<file path="src/rtl/mem_bus_bridge.sv">
// MEM-stage bus bridge: runs one req/ack bus transaction per CPU access,
// stalls the pipeline meanwhile, replicates store lanes and extends loads.
module mem_bus_bridge #(
   parameter int unsigned TIMEOUT = 16
) (
   input  logic        clk,
   input  logic        rst_n,
   input  logic [31:0] addr,
   input  logic [31:0] wd,
   input  logic [3:0]  be,
   input  logic        we,
   input  logic        re,
   input  logic [2:0]  lsel,
   output logic [31:0] rd,
   output logic        stall,
   output logic        err,
   output logic [29:0] dev_addr,
   output logic [31:0] dev_wd,
   output logic [3:0]  dev_be,
   output logic        dev_we,
   output logic        dev_req,
   input  logic        dev_ack,
   input  logic [31:0] dev_rd
);

   localparam int unsigned CW = 8;
   localparam logic [1:0] S_IDLE = 2'd0;
   localparam logic [1:0] S_BUS  = 2'd1;
   localparam logic [1:0] S_DONE = 2'd2;

   logic [1:0]    state_q, state_d;
   logic [CW-1:0] cnt_q, cnt_d;
   logic [1:0]    off_q, off_d;
   logic [2:0]    lsel_q, lsel_d;
   logic [29:0]   dev_addr_q, dev_addr_d;
   logic [31:0]   dev_wd_q, dev_wd_d;
   logic [3:0]    dev_be_q, dev_be_d;
   logic          dev_we_q, dev_we_d;
   logic          dev_req_q, dev_req_d;
   logic [31:0]   rd_q, rd_d;
   logic          err_q, err_d;

   logic          req_c;
   logic [31:0]   repl_c;
   logic [31:0]   shift_c;
   logic [7:0]    byte_c;
   logic [15:0]   half_c;
   logic [31:0]   ext_c;

   // A store with no enabled lanes is not an access at all
   assign req_c = we ? (be != 4'b0000) : re;
   assign stall = ((state_q == S_IDLE) && req_c) || (state_q == S_BUS);

   // Store lane replication and load extraction
   always_comb begin
      repl_c  = {4{wd[7:0]}};
      case (be)
         4'b1111:          repl_c = wd;
         4'b0011, 4'b1100: repl_c = {2{wd[15:0]}};
         default:          repl_c = {4{wd[7:0]}};
      endcase

      shift_c = dev_rd >> {off_q, 3'b000};
      byte_c  = shift_c[7:0];
      half_c  = off_q[1] ? dev_rd[31:16] : dev_rd[15:0];
      case (lsel_q)
         3'b001:  ext_c = {16'h0000, half_c};
         3'b010:  ext_c = {{16{half_c[15]}}, half_c};
         3'b011:  ext_c = {24'h000000, byte_c};
         3'b100:  ext_c = {{24{byte_c[7]}}, byte_c};
         default: ext_c = dev_rd;
      endcase
   end

   // Next-state and registered-output logic
   always_comb begin
      state_d    = state_q;
      cnt_d      = cnt_q;
      off_d      = off_q;
      lsel_d     = lsel_q;
      dev_addr_d = dev_addr_q;
      dev_wd_d   = dev_wd_q;
      dev_be_d   = dev_be_q;
      dev_we_d   = dev_we_q;
      rd_d       = rd_q;
      err_d      = 1'b0;

      case (state_q)
         S_IDLE: begin
            if (req_c) begin
               state_d    = S_BUS;
               cnt_d      = '0;
               off_d      = addr[1:0];
               lsel_d     = lsel;
               dev_addr_d = addr[31:2];
               dev_we_d   = we;
               dev_be_d   = we ? be : 4'b0000;
               dev_wd_d   = repl_c;
            end
         end
         S_BUS: begin
            if (dev_ack) begin
               state_d = S_DONE;
               if (!dev_we_q) rd_d = ext_c;
            end else if (cnt_q == CW'(TIMEOUT - 1)) begin
               state_d = S_DONE;
               err_d   = 1'b1;
               if (!dev_we_q) rd_d = 32'h0;
            end else begin
               cnt_d = CW'(cnt_q + 1'b1);
            end
         end
         S_DONE:  state_d = S_IDLE;
         default: state_d = S_IDLE;
      endcase

      dev_req_d = (state_d == S_BUS);
   end

   always_ff @(posedge clk or negedge rst_n) begin
      if (!rst_n) begin
         state_q    <= S_IDLE;
         cnt_q      <= '0;
         off_q      <= '0;
         lsel_q     <= '0;
         dev_addr_q <= '0;
         dev_wd_q   <= '0;
         dev_be_q   <= '0;
         dev_we_q   <= 1'b0;
         dev_req_q  <= 1'b0;
         rd_q       <= '0;
         err_q      <= 1'b0;
      end else begin
         state_q    <= state_d;
         cnt_q      <= cnt_d;
         off_q      <= off_d;
         lsel_q     <= lsel_d;
         dev_addr_q <= dev_addr_d;
         dev_wd_q   <= dev_wd_d;
         dev_be_q   <= dev_be_d;
         dev_we_q   <= dev_we_d;
         dev_req_q  <= dev_req_d;
         rd_q       <= rd_d;
         err_q      <= err_d;
      end
   end

   assign rd       = rd_q;
   assign err      = err_q;
   assign dev_addr = dev_addr_q;
   assign dev_wd   = dev_wd_q;
   assign dev_be   = dev_be_q;
   assign dev_we   = dev_we_q;
   assign dev_req  = dev_req_q;

endmodule

</file>
<file path="config.mk">
export PLATFORM = sky130hd
export DESIGN_NAME = mem_bus_bridge
export DESIGN_NICKNAME = d
export VERILOG_FILES = /design/src/rtl/mem_bus_bridge.sv
export SDC_FILE = /design/constraint.sdc
export NUM_CORES = 1
export LEC_CHECK = 0
export ABC_AREA = 1
export ABC_CLOCK_PERIOD_IN_PS = 2100
export CORE_MARGIN = 2
export CORE_UTILIZATION = 45
export CTS_CLUSTER_DIAMETER = 150
export CTS_CLUSTER_SIZE = 12
export DETAILED_ROUTE_END_ITERATION = 8
export HOLD_SLACK_MARGIN = 0.1
export MAX_ROUTING_LAYER = met4
export PLACE_DENSITY = 0.8
export RECOVER_POWER = 100
export SLEW_MARGIN = 15
export SYNTH_ARGS = -nofsm -noshare
export SYNTH_HDL_FRONTEND = slang
export SYNTH_SLANG_ARGS = --single-unit
export TNS_END_PERCENT = 5
</file>
<file path="constraint.sdc">
create_clock -name clk -period 2.1 [get_ports clk]
set_input_delay 0.42 -clock clk [delete_from_list [all_inputs] [get_ports clk]]
set_output_delay 0.42 -clock clk [all_outputs]
set_load 0.03 [all_outputs]
</file>
# ---- After elaboration in Yosys (flattened, before gate mapping)
# Index checks and enable logic that the tools add are counted.
dict set report word_totals {
  ff_bits 116
  output_inout_bits 102
  elab_cells 57
}
dict set report classes {
  n_addsub 1
  eq_ne 13
  shifts 1
  mux 20
  bitwise_logic 1
  n_reduce_logical 10
}
# operator count
set op_table {}
lappend op_table {{$mux 32} 4}
lappend op_table {{$pmux 32 s4} 1}
lappend op_table {{$pmux 32 s2} 1}
lappend op_table {{$shr 32x5->8} 1}
lappend op_table {{$mux 8} 3}
lappend op_table {{$mux 16} 1}
lappend op_table {{$pmux 8 s2} 1}
lappend op_table {{$add 8x1->8 const B} 1}
lappend op_table {{$eq 4x4->1 const B} 2}
lappend op_table {{$eq 8x4->1 const B} 1}
lappend op_table {{$eq 3x2->1 const B} 2}
lappend op_table {{$mux 2} 3}
lappend op_table {{$ne 2x2->1 const B} 3}
lappend op_table {{$eq 2x1->1 const B} 2}
lappend op_table {{$eq 4x2->1 const B} 1}
lappend op_table {{$mux 1} 4}
lappend op_table {{$mux 4} 1}
lappend op_table {{$pmux 2 s2} 1}
lappend op_table {{$reduce_and 4->1} 1}
lappend op_table {{$reduce_bool 2->1} 2}
lappend op_table {{$reduce_bool 4->1} 1}
lappend op_table {{$eq 3x1->1 const B} 1}
lappend op_table {{$eq 3x3->1 const B} 1}
lappend op_table {{$reduce_and 3->1} 1}
lappend op_table {{other kinds (6)} 6}

# ---- Depth between registers and ports, before layout
# Gate-level depths: netlist of the first run.
dict set report logic_depth {
  ltp_word 5
  ltp_mapped 10
  depth_no_buf 10
}

# ---- Worst setup path before layout of the first run
# No wires, ideal clock.
dict set report synth_timing {
  path_kind {input port to output port}
  startpoint {in be[3]}
  endpoint {out stall}
  arrival_time_ps 1285
  required_ps 1680
  setup_slack_ps 395
  stages 6
  path_buffers 2
  cell_sequence {nor2_1 nand4_1 nand2_1 buf_2 buf_2 nand2_1}
}
dict set report synth_between {
  elab_chain_len 4
}
# item line
set synth_lines {}
lappend synth_lines {{start: declaration} 10} ;# input logic [3:0] be,
lappend synth_lines {{$reduce_bool 4->1} 51} ;# assign req_c = we ? (be != 4'b0000) : re;
lappend synth_lines {{$mux 1} 51}
lappend synth_lines {{$logic_and 1x1->1} 52} ;# assign stall = ((state_q == S_IDLE) && req_c) || (state_q == S_BUS);
lappend synth_lines {{$logic_or 1x1->1} 52}
lappend synth_lines {{end: declaration} 15} ;# output logic stall,
# Every way passes these cells.

# ---- Worst setup path in the final report of the first run
dict set report layout_timing {
  startpoint {in we}
  endpoint {out stall}
}
dict set report layout_between {
  elab_chain_len 3
}
# item line
set layout_lines {}
lappend layout_lines {{start: declaration} 11} ;# input logic we,
lappend layout_lines {{$mux 1} 51}
lappend layout_lines {{$logic_and 1x1->1} 52}
lappend layout_lines {{$logic_or 1x1->1} 52}
# Every way passes these cells.

==> run summary, run 1 <==
hpwl dp: 11800 um
Post-DRT Antenna Nets: 0
CTS tree: done
WP data arrival: 1.58 ns
post-synthesis instance total: 754
Max Freq: 500 MHz
Leak Pwr: 4.33 nW
gr usage total: 25.5%
Initial Utilization: 45.6%
area delta synth->final: 51.7%
YS warnings: 0
Pint: 7.90 mW
Die Wd: 116 um
crit path max-delay cell type: clkdlybuf4s50_1
Setup TNS Final: 0 ns
fin crit share: 95.2%
initial antenna violation count: 0
Critical Path Source Type: input port
core area: 0.0125 mm^2
synth unique cells: 31
number of global-route vias before repair: 5233
critical path endpoint category: output pin
critical path class: in2out
maximum root-to-sink buffer count: 2
total number of vias: 5600
FILL cells: 1036
most frequent CP cell: nand2_1
Worst-path clk slew: 0.05 ns
port buffer count: 209
post_cts resized: 0
placed cell area: 0.00801 mm^2
Wirelength per Cell: 14.2 um
Clock power frac: 21.9%
Post-route DRC: 0
status: finished clean
H-tree depth: 4
Worst Tran Pin Value: 0.878 ns
final max-slew violation count: 0
clock skew: 0.0137 ns
worst-path cell chain: clkdlybuf4s50_1, nor2_1, nor3_1, nand2_1, nand2_1, buf_2
I/O pins: 210
TritonRoute pass-1 iters: 4
GPL Wtd Cong: 0.899
Final nets: 1077
# Post-CTS Setup Buffers: 0
ant diodes: 0
worst skew pair latency: 0.40 ns
Avg Inst Size Synth: 7.55 um^2
Worst IR Drop VDD: 0.000902 V
# Max-Cap Violations: 0
Worst Path Required: 1.68 ns
layout cells sized above 1: 7.34%
WL final: 16300 um
syn nets: 863
Clock Sinks: 116
1st-iter DRT viols: 331
Root Driver: clkbuf_16
Multi-input gate area: 0.00242 mm^2
sw power: 6.27 mW
Period minus WS final: 2.00 ns
sw frac: 44.2%
Comb pwr share: 51.1%
Reg area: 0.00290 mm^2
Final Hold Vio Count: 0
RSZ-0062 raised after global routing: false
row count: 41
sequential fraction of design power: 27.0%
Vias/cell: 4.86
first-pass GRT wire length: 26000 um
hold crit path type: reg2reg
slowest cell delay on critical path: 0.52 ns
CTS Hold Bufs: 1
largest net degree at the start of global routing: 64
design area: 0.00863 mm^2
Final Setup Violations: 0
Synth Register Bits: 116
CP Max Fanout: 3
PwrDens: 1640 mW/mm^2
Die H: 116 um
sequential fraction of the synthesis area: 51.0%
Max-slew headroom: 41.5%
die area: 0.0136 mm^2
synthesized cell area: 0.00569 mm^2
CTS Buf Count: 17
total grt overflow: 0
## synth_stat cells, drive strengths merged
cell / n / share of area, %
ha: 1 / 0.22
nand4: 3 / 0.33
o2111ai: 1 / 0.15
buf: 22 / 2.4
a31oi: 16 / 1.8
nor3: 4 / 0.44
or2: 17 / 1.9
nand3: 58 / 5.9
nor2: 68 / 4.5
xor2: 2 / 0.31
o21ai: 40 / 3.5
nand2: 328 / 22
inv: 53 / 3.5
or3b: 1 / 0.15
o22ai: 1 / 0.11
clkbuf: 9 / 0.59
a21oi: 11 / 1.0
o211ai: 2 / 0.26
xnor2: 1 / 0.15
dfrtp: 116 / 51
## flip-flops by register name, indices dropped and copies added, names as in the netlist
name	flops
cnt_q	8
dev_addr	30
dev_be	4
dev_req	1
dev_wd	32
dev_we	1
err	1
lsel_q	3
off_q	2
rd	32
state_q	2
## metrics by stage
step / util [%] / cells / total power [mW] / setup slack (ns) / hold slack, ns
6_report: 69.3 / 1153 / 14.2 / 0.102 / 0.471
5_1_grt: 69.3 / 1153 / 15.1 / 0.0224 / 0.492
4_1_cts: 69.5 / 1153 / 14.7 / 0.115 / 0.479
3_5_place_dp: 64.3 / 1120 / 11.5 / -0.0755 / 0.410
3_3_place_gp: 64.3 / 1120 / 11.4 / 0.0731 / 0.413
2_1_floorplan: - / 754 / 8.53 / 0.395 / 0.124
## path summary, 6_finish.rpt
check / from / end / slack (ns) / cells past startpoint
max in group asynchronous: rst_n / dev_addr[5] / 0.33 / 3
worst max-delay path: we / stall / 0.10 / 6
worst min-delay path: dev_addr[17] / dev_addr[17] / 0.47 / 2
min in group asynchronous: rst_n / rd[26] / 0.68 / 2
worst min register to register: dev_addr[17] / dev_addr[17] / 0.47 / 2
worst max register to register: cnt_q[1] / rd[31] / 0.25 / 9
## power by group through the flow
stage / registers, mW / logic, mW / clock network (mW)
6_report: 3.82 / 7.25 / 3.11
5_1_grt: 3.95 / 7.90 / 3.26
4_1_cts: 3.87 / 7.64 / 3.15
3_5_place_dp: 3.87 / 7.61 / 0
3_3_place_gp: 3.87 / 7.52 / 0
2_1_floorplan: 5.65 / 2.88 / 0
## worst max-delay path: cells and delay by family
| kind | cells | cell delay (ns) |
|---|---|---|
| and+or+nand+nor | 4 | 0.44 |
| buffers and inverters | 2 | 0.71 |
## routing by layer
layer  track usage (%)  share of wire [%]
met5                 -                  0
met2              39.1                 47
met1              33.1                 43
met3              7.99                8.8
met4              6.83                1.5
## cells by family (layout without fill, tap and decap cells)
family	Yosys count	in the layout	share of synthesized area, %
simple gates	479	479	35.0
flops	116	116	51.0
buf+inv	84	311	6.44
compound gates	71	71	6.84
xor+xnor	3	3	0.462
fa+ha+maj	1	1	0.220
## final cells by class
cell class / count / area share (%)
Sequential cell: 116 / 33.6
Multi-Input combinational cell: 554 / 28.1
Timing Repair Buffer: 226 / 26.1
Clock buffer: 24 / 5.69
Tap cell: 172 / 2.49
Inverter: 53 / 2.30
Clock inverter: 8 / 1.70
## layout by cell type (no fill, tap or decap), drive strengths merged
| cell type | count |
|---|---|
| nor3 | 4 |
| xnor2 | 1 |
| clkinv | 3 |
| a21oi | 11 |
| ha | 1 |
| o211ai | 2 |
| inv | 53 |
| clkinvlp | 1 |
| nand3 | 58 |
| buf | 13 |
| xor2 | 2 |
| clkdlybuf4s50 | 106 |
| o21ai | 40 |
| clkbuf | 29 |
| dlygate4sd3 | 102 |
| a31oi | 16 |
| or2 | 17 |
| nor2 | 68 |
| or3b | 1 |
| nand4 | 3 |
| nand2 | 328 |
| o2111ai | 1 |
| o22ai | 1 |
| dfrtp | 116 |
| bufinv | 4 |
Power figures use the tool's default switching activity.
==> inputs of run 2 (changes only) <==
- GPL_ROUTABILITY_DRIVEN: unset -> 0
- SLEW_MARGIN: 15 -> unset
==> results of run 2 <==
No change in the layout: final DEF, timing and power equal those of run 1.
